==> config.mk <==
export PLATFORM = sky130hd
export DESIGN_NAME = button_event_decoder
export DESIGN_NICKNAME = d
export VERILOG_FILES = /design/src/rtl/button_event_decoder.sv
export SDC_FILE = /design/constraint.sdc
export NUM_CORES = 1
export LEC_CHECK = 0
export BUFFER_PORTS_ARGS = -buffer_cell sky130_fd_sc_hd__buf_2
export CAP_MARGIN = 10
export CORE_MARGIN = 5
export CORE_UTILIZATION = 52
export DETAILED_ROUTE_END_ITERATION = 8
export PLACE_DENSITY = 0.83
export SLEW_MARGIN = 20
export SYNTH_ARGS = -nofsm -noshare
export SYNTH_HDL_FRONTEND = slang
export SYNTH_SLANG_ARGS = --single-unit
==> constraint.sdc <==
create_clock -name clk -period 1.56 [get_ports clk]
set_clock_uncertainty 0.1 [all_clocks]
set_input_delay 0.234 -clock clk [delete_from_list [all_inputs] [get_ports clk]]
set_output_delay 0.234 -clock clk [all_outputs]
set_load 0.1 [all_outputs]
==> src/rtl/button_event_decoder.sv <==
// button_event_decoder
// Turns a clean, debounced button level into gesture events: short press,
// long press and double click, each a one-cycle registered pulse, plus a
// "held" level while a long press is in progress.
//
// Optional feature: define BTN_AUTOREPEAT_EN to emit repeat_tick every
// REPEAT_CYCLES while the button stays long-held. Without the macro the
// repeat_tick port stays present but is tied to 0 and no repeat counter
// logic is built.
//
// Handshake note: there is no valid/ready pair here. btn_level is sampled
// on every rising clk edge and every output is a registered level or a
// one-cycle pulse that downstream logic must take in the cycle it appears.
//
// Debug visibility: the FSM state is held in the signal "state"
// (type state_t). Checkers can bind to it hierarchically.

module button_event_decoder #(
  parameter int LONG_CYCLES   = 1000,
  parameter int GAP_CYCLES    = 300,
  parameter int REPEAT_CYCLES = 200,
  parameter int CNT_W         = 16
) (
  input  logic clk,
  input  logic rst,
  input  logic btn_level,
  output logic short_press,
  output logic long_press,
  output logic double_click,
  output logic repeat_tick,
  output logic held
);

  typedef enum logic [2:0] {
    IDLE      = 3'd0,
    PRESS1    = 3'd1,
    WAIT_GAP  = 3'd2,
    PRESS2    = 3'd3,
    LONG_HELD = 3'd4
  } state_t;

  // Terminal counts. The counter restarts from 0 on every state entry, so
  // a terminal value of N-1 means "N cycles spent in this state".
  localparam logic [CNT_W-1:0] LONG_LAST = CNT_W'(LONG_CYCLES - 1);
  localparam logic [CNT_W-1:0] GAP_LAST  = CNT_W'(GAP_CYCLES - 1);
  localparam logic [CNT_W-1:0] CNT_ONE   = CNT_W'(1);

  state_t           state;
  state_t           state_nxt;
  logic [CNT_W-1:0] cnt;
  logic [CNT_W-1:0] cnt_nxt;
  logic             btn_prev;
  logic             rise;
  logic             short_nxt;
  logic             long_nxt;
  logic             dbl_nxt;

`ifdef BTN_AUTOREPEAT_EN
  localparam logic [CNT_W-1:0] REP_LAST = CNT_W'(REPEAT_CYCLES - 1);
  logic tick_nxt;
`endif

  // btn_prev resets to 1, so a button already down at reset release does
  // not produce a rise until it has been released and pressed again.
  assign rise = btn_level & ~btn_prev;

  // Next-state, counter and pulse decode for the gesture FSM.
  always_comb begin
    state_nxt = state;
    cnt_nxt   = cnt;
    short_nxt = 1'b0;
    long_nxt  = 1'b0;
    dbl_nxt   = 1'b0;
`ifdef BTN_AUTOREPEAT_EN
    tick_nxt  = 1'b0;
`endif
    case (state)
      IDLE: begin
        if (rise) begin
          state_nxt = PRESS1;
          cnt_nxt   = '0;
        end
      end
      PRESS1: begin
        // A release wins over a coincident long-press terminal count.
        if (!btn_level) begin
          state_nxt = WAIT_GAP;
          cnt_nxt   = '0;
        end else if (cnt == LONG_LAST) begin
          long_nxt  = 1'b1;
          state_nxt = LONG_HELD;
          cnt_nxt   = '0;
        end else begin
          cnt_nxt = cnt + CNT_ONE;
        end
      end
      WAIT_GAP: begin
        // A re-press wins over a coincident gap timeout.
        if (btn_level) begin
          state_nxt = PRESS2;
          cnt_nxt   = '0;
        end else if (cnt == GAP_LAST) begin
          short_nxt = 1'b1;
          state_nxt = IDLE;
          cnt_nxt   = '0;
        end else begin
          cnt_nxt = cnt + CNT_ONE;
        end
      end
      PRESS2: begin
        // Second press of a double click: no timing, counter frozen.
        if (!btn_level) begin
          dbl_nxt   = 1'b1;
          state_nxt = IDLE;
          cnt_nxt   = '0;
        end
      end
      LONG_HELD: begin
        if (!btn_level) begin
          state_nxt = IDLE;
          cnt_nxt   = '0;
        end else begin
`ifdef BTN_AUTOREPEAT_EN
          if (cnt == REP_LAST) begin
            tick_nxt = 1'b1;
            cnt_nxt  = '0;
          end else begin
            cnt_nxt = cnt + CNT_ONE;
          end
`else
          cnt_nxt = cnt;
`endif
        end
      end
      default: begin
        state_nxt = IDLE;
        cnt_nxt   = '0;
      end
    endcase
  end

  // State, counter, edge-detect history and registered outputs.
  always_ff @(posedge clk) begin
    if (!rst) begin
      state        <= IDLE;
      cnt          <= '0;
      btn_prev     <= 1'b1;
      short_press  <= 1'b0;
      long_press   <= 1'b0;
      double_click <= 1'b0;
      held         <= 1'b0;
    end else begin
      state        <= state_nxt;
      cnt          <= cnt_nxt;
      btn_prev     <= btn_level;
      short_press  <= short_nxt;
      long_press   <= long_nxt;
      double_click <= dbl_nxt;
      held         <= (state_nxt == LONG_HELD);
    end
  end

`ifdef BTN_AUTOREPEAT_EN
  // Registered auto-repeat pulse while long-held.
  always_ff @(posedge clk) begin
    if (!rst) begin
      repeat_tick <= 1'b0;
    end else begin
      repeat_tick <= tick_nxt;
    end
  end
`else
  assign repeat_tick = 1'b0;
`endif

endmodule

==> impl_metrics.prom <==
# TYPE chip_impl_metric gauge
chip_impl_metric{name="grt_util_all_layers",unit="%"} 22.4
chip_impl_metric{name="die_h",unit="um"} 58.9
chip_impl_metric{name="power.total",unit="W"} 0.00103
chip_impl_info{name="min_delay_src",value="rst"} 1
chip_impl_info{name="outcome",value="finished, violations left"} 1
chip_impl_metric{name="synth_area_in_compound_gates",unit="%"} 9.58
chip_impl_metric{name="finalSetupViolCount",unit=""} 19
chip_impl_metric{name="synth-simple-area-share",unit="%"} 39.1
chip_impl_metric{name="design.die.area",unit="um^2"} 3460
chip_impl_metric{name="htree_num_levels",unit=""} 1
chip_impl_info{name="dominantRegCellSynth",value="dfxtp_1"} 1
chip_impl_metric{name="synth-edff-count",unit=""} 0
chip_impl_metric{name="layout_nets",unit=""} 187
chip_impl_metric{name="r2r.worst_path.cells",unit=""} 7
chip_impl_metric{name="routabilityCongestion",unit=""} 0.890
chip_impl_metric{name="clk_path_buf_depth",unit=""} 2
chip_impl_metric{name="via_density_per_instance",unit=""} 6.06
chip_impl_metric{name="drive_gt1_share",unit="%"} 42.5
chip_impl_metric{name="synth_seq_cells",unit=""} 24
chip_impl_metric{name="antenna_cells",unit=""} 0
chip_impl_metric{name="maxClockFrequency",unit="GHz"} 0.563
chip_impl_info{name="worstReg2RegStart",value="cnt[0]"} 1
chip_impl_info{name="critPathKind",value="register to register"} 1
chip_impl_metric{name="antenna_found_initial",unit=""} 0
chip_impl_metric{name="maxCapViolCount",unit=""} 0
chip_impl_metric{name="clock_sink_count",unit=""} 24
chip_impl_metric{name="die_w",unit="um"} 58.9
chip_impl_info{name="clock_tree_from_tritoncts",value="built"} 1
chip_impl_metric{name="post_synth_xor_area_fraction",unit="%"} 7.06
chip_impl_metric{name="static-leakage-power",unit="nW"} 0.678
chip_impl_metric{name="rows",unit=""} 17
chip_impl_metric{name="pin_count_of_the_biggest_net_entering_global_routing",unit=""} 13
chip_impl_info{name="failed_checks",value="negative setup slack"} 1
chip_impl_metric{name="synth.avg_cell_area",unit="um^2"} 8.80
chip_impl_info{name="clock_tree.root_cell",value="clkbuf_4"} 1
chip_impl_metric{name="first_global_vias",unit=""} 1302
chip_impl_metric{name="insertion_delay",unit="ns"} 0.31
chip_impl_metric{name="yosys.area.top_type_share",unit="%"} 38.7
chip_impl_info{name="critical_path.reg2reg.endpoint",value="cnt[5]"} 1
chip_impl_metric{name="initial_utilization",unit="%"} 55.0
chip_impl_metric{name="place_hpwl",unit="um"} 2390
chip_impl_metric{name="tns",unit="ns"} -2.53
chip_impl_info{name="min-delay-path-class",value="primary input to register"} 1
chip_impl_info{name="main_combinational_cell_family_by_area_after_synthesis",value="simple AND/OR/NAND/NOR gates"} 1
chip_impl_info{name="worst_setup_path_start_kind",value="register"} 1
chip_impl_metric{name="arrival",unit="ns"} 1.91
chip_impl_metric{name="power_density_of_the_placed_cells",unit="nW/um^2"} 597
chip_impl_metric{name="yosys_warnings",unit=""} 0
chip_impl_metric{name="worstPathRequired",unit="ns"} 1.70
chip_impl_metric{name="design.core.area",unit="um^2"} 2250
chip_impl_metric{name="remaining_drc_errors",unit=""} 0
chip_impl_metric{name="min_period_over_period",unit="%"} 114
chip_impl_metric{name="dr_total_vias",unit=""} 1266
chip_impl_metric{name="design.portCount",unit=""} 8
chip_impl_metric{name="synth_instances",unit=""} 141
chip_impl_metric{name="synth.net_count",unit=""} 145
chip_impl_metric{name="avgRoutedWirePerCell",unit="um"} 17.7
chip_impl_metric{name="hold_viol_final",unit=""} 0
chip_impl_metric{name="placement.cell_area",unit="um^2"} 1550
chip_impl_metric{name="hold_depth",unit=""} 2
chip_impl_metric{name="filler_cell_count",unit=""} 143
chip_impl_metric{name="synth.distinct_cells",unit=""} 42
chip_impl_metric{name="multiInputGateArea",unit="um^2"} 857
chip_impl_metric{name="layout.area.seq",unit="um^2"} 499
chip_impl_metric{name="drt_pre_antenna_iters",unit=""} 4
chip_impl_metric{name="reg2reg_slack",unit="ns"} -0.22
chip_impl_metric{name="vdd_drop_max",unit="mV"} 0.638
chip_impl_info{name="rsz_0062_raised_after_global_routing",value="true"} 1
chip_impl_metric{name="postLayoutSetupSlackWorst",unit="ns"} -0.216
chip_impl_info{name="endpoint_kind",value="register"} 1
chip_impl_info{name="post_synth_main_area_contributors",value="dfxtp_1 (39%), nor2_1 (4.8%), nand2_1 (4.5%), nand3_1 (3.6%), xnor2_1 (3.5%)"} 1
chip_impl_info{name="synth_commonest_cells",value="dfxtp_1 (24), nor2_1 (16), nand2_1 (15)"} 1
chip_impl_metric{name="first_iteration_detailed_routing_drc_count",unit=""} 64
chip_impl_metric{name="wirelength",unit="um"} 3700
chip_impl_metric{name="buffer_ports.inserted",unit=""} 6
chip_impl_metric{name="layout.cell_area.non_filler",unit="um^2"} 1720
chip_impl_metric{name="synth_fa_ha_area_share",unit="%"} 1.01
chip_impl_metric{name="grt_overflow_total",unit=""} 0
chip_impl_metric{name="final_util",unit="%"} 76.4
chip_impl_metric{name="timing.final.max_slew_violations",unit=""} 0
chip_impl_metric{name="cts_buffers",unit=""} 3
chip_impl_metric{name="timing.critical_path.fanout_max",unit=""} 11
chip_impl_metric{name="number_of_buffers_inserted_by_hold_repair_at_cts",unit=""} 0
chip_impl_metric{name="mappedNetlistArea",unit="um^2"} 1240
chip_impl_metric{name="postSynth.asyncResetShare",unit="%"} 0
chip_impl_metric{name="final_period_minus_worst_setup_slack",unit="ns"} 1.78
chip_impl_metric{name="synthMuxAreaShare",unit="%"} 1.71
chip_impl_metric{name="wire_length_of_the_first_global_routing_pass",unit="um"} 5910
chip_impl_metric{name="syn_to_final_growth",unit="%"} 38.8
chip_impl_info{name="synth_most_common_cell",value="dfxtp_1"} 1
chip_impl_info{name="yosysTopAreaCell",value="dfxtp_1"} 1
chip_impl_metric{name="synth_sequential_area_ratio",unit="%"} 38.7
chip_impl_info{name="min_to",value="btn_prev"} 1
chip_impl_metric{name="drt.antenna.violating_nets",unit=""} 0
chip_impl_metric{name="preCtsSetupSlack",unit="ns"} -0.175
chip_impl_metric{name="worst_setup_hold_path_clk_slew",unit="ns"} 0.13
-- layout make-up --
| type | count | area share (%) |
|---|---|---|
| sequential | 24 | 29.0 |
| tap | 28 | 2.03 |
| clock buffer | 3 | 1.31 |
| multi-input combinational | 112 | 49.7 |
| timing repair buffer | 40 | 17.5 |
| inverter | 2 | 0.436 |
-- registers in the layout, summed over array words and instances (netlist names) --
name	count
double_click	1
long_press	1
short_press	1
btn_prev	1
cnt	16
held	1
state	3
-- report_power, final --
group	switching [W]	internal, W
clock	0.000176	0.0000902
sequential	0.00000562	0.000614
combinational	0.0000892	0.0000535
-- worst max-delay path by stage --
stage                     startpoint       to  slack (ns)  cells after the start
after global routing          cnt[1]   cnt[5]       -0.29                      7
after global placement       cnt[14]  cnt[11]       -0.12                      5
after CTS                    cnt[11]   cnt[9]       -0.14                      6
after detailed placement     cnt[14]   cnt[9]       -0.18                      5
final                         cnt[0]   cnt[5]       -0.22                      7
after floorplan               cnt[5]  cnt[10]      -0.007                      6
-- cells by family after synthesis --
family,Yosys count
xor+xnor,10
compound gates,14
other cells,1
flops,24
fa+ha+maj,1
simple gates,83
mux,2
buf+inv,6
-- layout by cell type, fill, tap and decap left out, types with 2 or more instances in the layout --
cell,synthesis,routed
nand4b_1,2,2
xor2_1,5,5
nor3_2,0,2
buf_4,2,32
nor4_1,6,5
and4_1,2,2
inv_1,2,2
or3_1,4,3
dfxtp_4,0,2
nor4_4,1,2
nand2b_1,4,4
buf_2,1,6
nor3_1,5,3
nor2_1,16,16
dfxtp_2,0,9
clkbuf_4,0,3
a31oi_1,3,3
nand3_1,9,8
xnor2_1,5,5
nand2_1,15,15
nand4_1,4,4
dfxtp_1,24,13
nor2b_1,4,4
o21ai_4,1,2
nand2_4,0,2
-- critical path: stages (launching register included) --
cell       delay, ns
dfxtp_2         0.36
ha_4            0.16
and4bb_1        0.22
a41oi_2         0.27
o2bb2ai_4       0.15
buf_12          0.15
nand2_1         0.09
a31oi_1         0.21
-- metrics by stage --
stage	hold WS (ns)	instances
final	0.117	209
after CTS	0.107	207
after global placement	0.397	202
after floorplan	0.207	141
after global routing	0.113	209
after detailed placement	0.409	202
-- per-layer routing --
layer	GRT usage [%]	wire length (um)	vias to the layer above
li1	-	-	589
met4	12.0	137	0
met2	37.7	1800	62
met5	0	0	-
met1	26.6	1530	598
met3	4.17	238	17
-- repair_timing --
item                       CTS  global route
resized for setup           13            15
pin swaps                    7            13
setup endpoints to repair   20            21
cloned                       1             0
setup buffers                1             3
(Power assumes the default switching activity.)
